--- src/rtl/encoder_pkg.sv ---
// Shared widths, FSM state type and bit helpers for the sequential 8-to-3 encoder.
package encoder_pkg;

   localparam int unsigned VEC_W  = 8;
   localparam int unsigned CODE_W = 3;

   typedef enum logic {
      IDLE = 1'b0,
      EMIT = 1'b1
   } state_e;

   function automatic logic is_single(input logic [VEC_W-1:0] v);
      return (v != '0) && ((v & (v - 1'b1)) == '0);
   endfunction

endpackage

--- src/rtl/lowest_set_8.sv ---
// Combinational priority search: index of the lowest set bit (bit 0 wins) plus an any-set flag.
module lowest_set_8
   import encoder_pkg::*;
(
   input  logic [VEC_W-1:0]  i_vec,
   output logic [CODE_W-1:0] o_idx,
   output logic              o_any
);

   always_comb begin
      o_idx = '0;
      o_any = 1'b0;
      // Walk downwards so the lowest set bit is the last one written.
      for (int i = VEC_W - 1; i >= 0; i--) begin
         if (i_vec[i]) begin
            o_idx = CODE_W'(i);
            o_any = 1'b1;
         end
      end
   end

endmodule

--- src/rtl/encoder_8_to_3_seq.sv ---
// Handshaked 8-to-3 priority encoder: captures a request vector, then emits codes lowest first.
// ENCODER_DRAIN_EN defined: emit every set bit; undefined: emit only the lowest set bit.
module encoder_8_to_3_seq
   import encoder_pkg::*;
(
   input  logic       clk,
   input  logic       rst_n,
   input  logic [0:7] D,
   input  logic       enable,
   input  logic       in_valid,
   output logic       in_ready,
   output logic       x,
   output logic       y,
   output logic       z,
   output logic       out_valid,
   input  logic       out_ready,
   output logic       out_last
);

   state_e              r_state;
   logic [VEC_W-1:0]    r_pending;
   logic [VEC_W-1:0]    w_d_vec;
   logic [CODE_W-1:0]   w_idx;
   logic                w_any;
   logic                w_emit;
   logic                w_last;

   // Re-index D so that w_d_vec[i] carries the request for code i.
   always_comb begin
      w_d_vec = '0;
      for (int i = 0; i < VEC_W; i++) begin
         w_d_vec[i] = D[i];
      end
   end

   lowest_set_8 u_lowest_set_8 (
      .i_vec (r_pending),
      .o_idx (w_idx),
      .o_any (w_any)
   );

   assign w_emit = (r_state == EMIT) && w_any;

`ifdef ENCODER_DRAIN_EN
   assign w_last = w_emit && is_single(r_pending);
`else
   assign w_last = w_emit;
`endif

   // All outputs derive from r_state/r_pending only.
   assign in_ready  = (r_state == IDLE);
   assign out_valid = w_emit;
   assign out_last  = w_last;
   assign {x, y, z} = w_emit ? w_idx : '0;

   always_ff @(posedge clk or negedge rst_n) begin
      if (!rst_n) begin
         r_state   <= IDLE;
         r_pending <= '0;
      end else begin
         case (r_state)
            IDLE: begin
               if (in_valid && enable && (w_d_vec != '0)) begin
                  r_pending <= w_d_vec;
                  r_state   <= EMIT;
               end
            end
            EMIT: begin
               if (!w_any) begin
                  r_state <= IDLE;
               end else if (out_ready) begin
                  if (w_last) begin
                     r_pending <= '0;
                     r_state   <= IDLE;
                  end else begin
                     r_pending[w_idx] <= 1'b0;
                  end
               end
            end
         endcase
      end
   end

endmodule

--- config.mk ---
export PLATFORM = sky130hd
export DESIGN_NAME = encoder_8_to_3_seq
export DESIGN_NICKNAME = d
export VERILOG_FILES = /design/src/rtl/encoder_pkg.sv /design/src/rtl/lowest_set_8.sv /design/src/rtl/encoder_8_to_3_seq.sv
export SDC_FILE = /design/constraint.sdc
export NUM_CORES = 1
export LEC_CHECK = 0
export CAP_MARGIN = 20
export CORE_AREA = 2 2 39 41
export DETAILED_ROUTE_END_ITERATION = 8
export DIE_AREA = 0 0 41 43
export GPL_TIMING_DRIVEN = 1
export HOLD_SLACK_MARGIN = 0.08
export PLACE_DENSITY = 0.72
export REMOVE_ABC_BUFFERS = 1
export SLEW_MARGIN = 10
export SYNTH_ARGS = -nofsm -noshare
export SYNTH_HDL_FRONTEND = slang
export SYNTH_SLANG_ARGS = --single-unit
--- constraint.sdc ---
create_clock -name clk -period 2 [get_ports clk]
set_clock_uncertainty 0.1 [all_clocks]
set_input_delay 0.5 -clock clk [delete_from_list [all_inputs] [get_ports clk]]
set_output_delay 0.5 -clock clk [all_outputs]
set_load 0.05 [all_outputs]
==> results.yml <==
critical_path:
  worstPathRequired_ns: 1.40
  cp_slowest_cell: "dfrtp_1"
  cpPeakStageDelay_ns: 0.42
  rrSetupSlack_ns: 0.46
  end_kind: "output port"
  crit_type: "register to output port"
  crit_buf_inv: 3
  critPathArrivalTime_ns: 1.53
  start_kind: "register"
  cp_max_fo: 3
  cp_top_family: "flip-flops"
  crit_chain: "nor4_4, a21o_1, buf_6, inv_4, buf_8"
clocking:
  worstSkewPairLatency_ns: 0.26
  clkTransAtPathRegs_ns: 0.06
  clk_path_buf_depth: 2
  cts_made_buffers: 3
  cts.sinks: 9
  cts_tree: "done"
  htree_levels: 1
  cts_root_buf: "clkbuf_4"
drt:
  wirelength_mm: 1.50
  ant_nets: 0
  num_vias: 564
  avgRoutedWirePerCell_um: 13.7
  drtIter0Drc: 13
  via_per_inst: 5.13
  remaining_drc_errors: 0
  first_pass_iters: 4
yosys:
  synth.largest_area_cell: "dfrtp_1"
  ys_types: 17
  yosys-top-cells-count: "nand2_1 (16), dfrtp_1 (9), o21ai_0 (8), inv_1 (5)"
  synth_seq_cells: 9
  ys.flop_type: "dfrtp_1"
  async_reset_ff_share_pct: 100
  syn_inst: 59
  syn-cell-area_um2: 519
  synth_top_area_share_pct: 43.4
  yosysMostFrequentCell: "nand2_1"
  seq_area_frac_synth_pct: 43.4
  syn_avg_cell_area_um2: 8.80
  synth_edf_count: 0
  yosys-top-cells-area: "dfrtp_1 (43%), nand2_1 (12%), nor4_2 (9.6%)"
  yosys_warnings: 0
grt:
  antenna_found_initial: 0
  grt_max_degree: 10
  grt_pass1_vias: 571
  grt_overflow_total: 0
  grt_util_all_layers_pct: 21.2
  grt_pass1_wl_mm: 2.50
power:
  power_density_mw_per_mm2: 926
  p_clk_share_pct: 16.3
  p_sw_share_pct: 39.0
  ir_drop_mv: 0.431
  power_frac_comb_pct: 53.6
  p_int_mw: 0.528
  p_leak_nw: 0.408
  switching_power_mw: 0.338
  p_seq_share_pct: 30.1
floorplanning:
  die_height_um: 43
  initial_core_util_pct: 37.5
  fp.coreArea_mm2: 0.00138
  ios: 19
  die_width_um: 41
  fp-row-count: 14
  die-area_mm2: 0.00176
outcome:
  status: "complete, but fails checks"
  violations: "negative setup slack"
timing:
  max_freq_mhz: 470
  rsz0062_at_grt: "true"
  fin_ws_ns: -0.128
  slew_viol_final: 0
  setup_viol_count_final: 5
  hold_ws_ns: 0.429
  relSlewSlack_pct: 72.8
  fin_crit_sh_pct: 106
  fin_setup_tns_ns: -0.462
  min_period_ns: 2.13
  hold_viol_final: 0
  tightest_slew_ns: 0.406
placed_design:
  pre_cts_ws_ns: 0.000729
  dp_hpwl_mm: 1.07
  portBuffers: 18
  gp_congestion: 0.765
min_path:
  hold_path.class: "input port to async pin"
layout:
  nFillCells: 111
  fin_nets: 108
  utilization_pct: 67.5
  num_antenna_cells: 0
  area_growth_pct: 80.0
  drive_above_1_share_pct: 38.3
flow_run:
  drv_cap: 0
[state kept, by name, summed over array words and instances, names as in the netlist]
name,count
r_state,1
r_pending,8
[repair_timing]
action | in CTS | in global routing
pin swaps | 4 | 5
setup buffers | 3 | 4
gates resized for setup | 13 | 9
hold endpoints to repair | 0 | 0
endpoints found under the setup margin | 5 | 5
hold buffers | 0 | 0
[metal layers]
layer / global-route usage (%) / vias to the layer above / share of wire [%]
met5: 0 / - / 0
met4: 14.7 / 0 / 2.4
met3: 2.62 / 5 / 3.2
met2: 30.0 / 19 / 53
met1: 28.8 / 266 / 41
li1: - / 274 / -
[kinds of logic (layout without fill, tap and decap cells)]
family | count (synthesis) | after routing | share of synthesized area, %
and+or+nand+nor | 26 | 26 | 27.0
AOI/OAI and AO/OA | 17 | 17 | 22.4
DFF | 9 | 9 | 43.4
buffers and inverters | 7 | 42 | 7.23
[placed cells by master, fill, tap and decap left out]
master / instances
inv_1: 4
buf_6: 3
a21boi_4: 1
buf_12: 2
clkbuf_1: 1
dfrtp_1: 8
clkbuf_4: 3
buf_4: 14
nor2_2: 1
nor2_1: 2
nor4_2: 2
buf_8: 2
and3b_1: 1
o21bai_1: 1
inv_4: 1
o31ai_1: 2
a21o_1: 1
a21oi_1: 2
dfrtp_2: 1
nand2_4: 1
o21ai_1: 2
nor2b_2: 1
a211oi_1: 1
nand2_1: 15
a2111oi_4: 1
nor4_4: 2
nor2_4: 1
clkdlybuf4s50_1: 12
o21ai_0: 6
[power by group through the flow]
stage / Sequential, mW / Combinational, mW / Clock, mW
floorplan: 0.253 / 0.172 / 0
global placement: 0.250 / 0.336 / 0
detailed placement: 0.250 / 0.339 / 0
CTS: 0.261 / 0.402 / 0.148
global route: 0.263 / 0.506 / 0.159
finish: 0.260 / 0.464 / 0.141
[layout make-up]
type | instances | area, um2 | share of cell area, %
Clock buffer | 4 | 26.3 | 2.81
Inverter | 5 | 21.3 | 2.28
Multi-Input combinational cell | 43 | 312 | 33.3
Sequential cell | 9 | 226 | 24.2
Tap cell | 16 | 20.0 | 2.14
Timing Repair Buffer | 33 | 329 | 35.2
[stage by stage]
step | cell area (um2) | cells | total power, mW
after floorplan | 500 | 57 | 0.425
after global placement | 778 | 100 | 0.585
after detailed placement | 778 | 100 | 0.589
after CTS | 876 | 107 | 0.810
after global routing | 935 | 110 | 0.928
final | 935 | 110 | 0.865
[path summary, 6_finish.rpt]
kind                                   start           end  depth (start not counted)
worst min-delay path                   rst_n       r_state                          1
worst max register to register  r_pending[6]       r_state                          6
worst max-delay path            r_pending[6]     out_valid                          5
min in group clk                r_pending[4]  r_pending[4]                          2
max in group asynchronous              rst_n  r_pending[4]                          1
worst min register to register  r_pending[4]  r_pending[4]                          2
(Power assumes the default switching activity.)
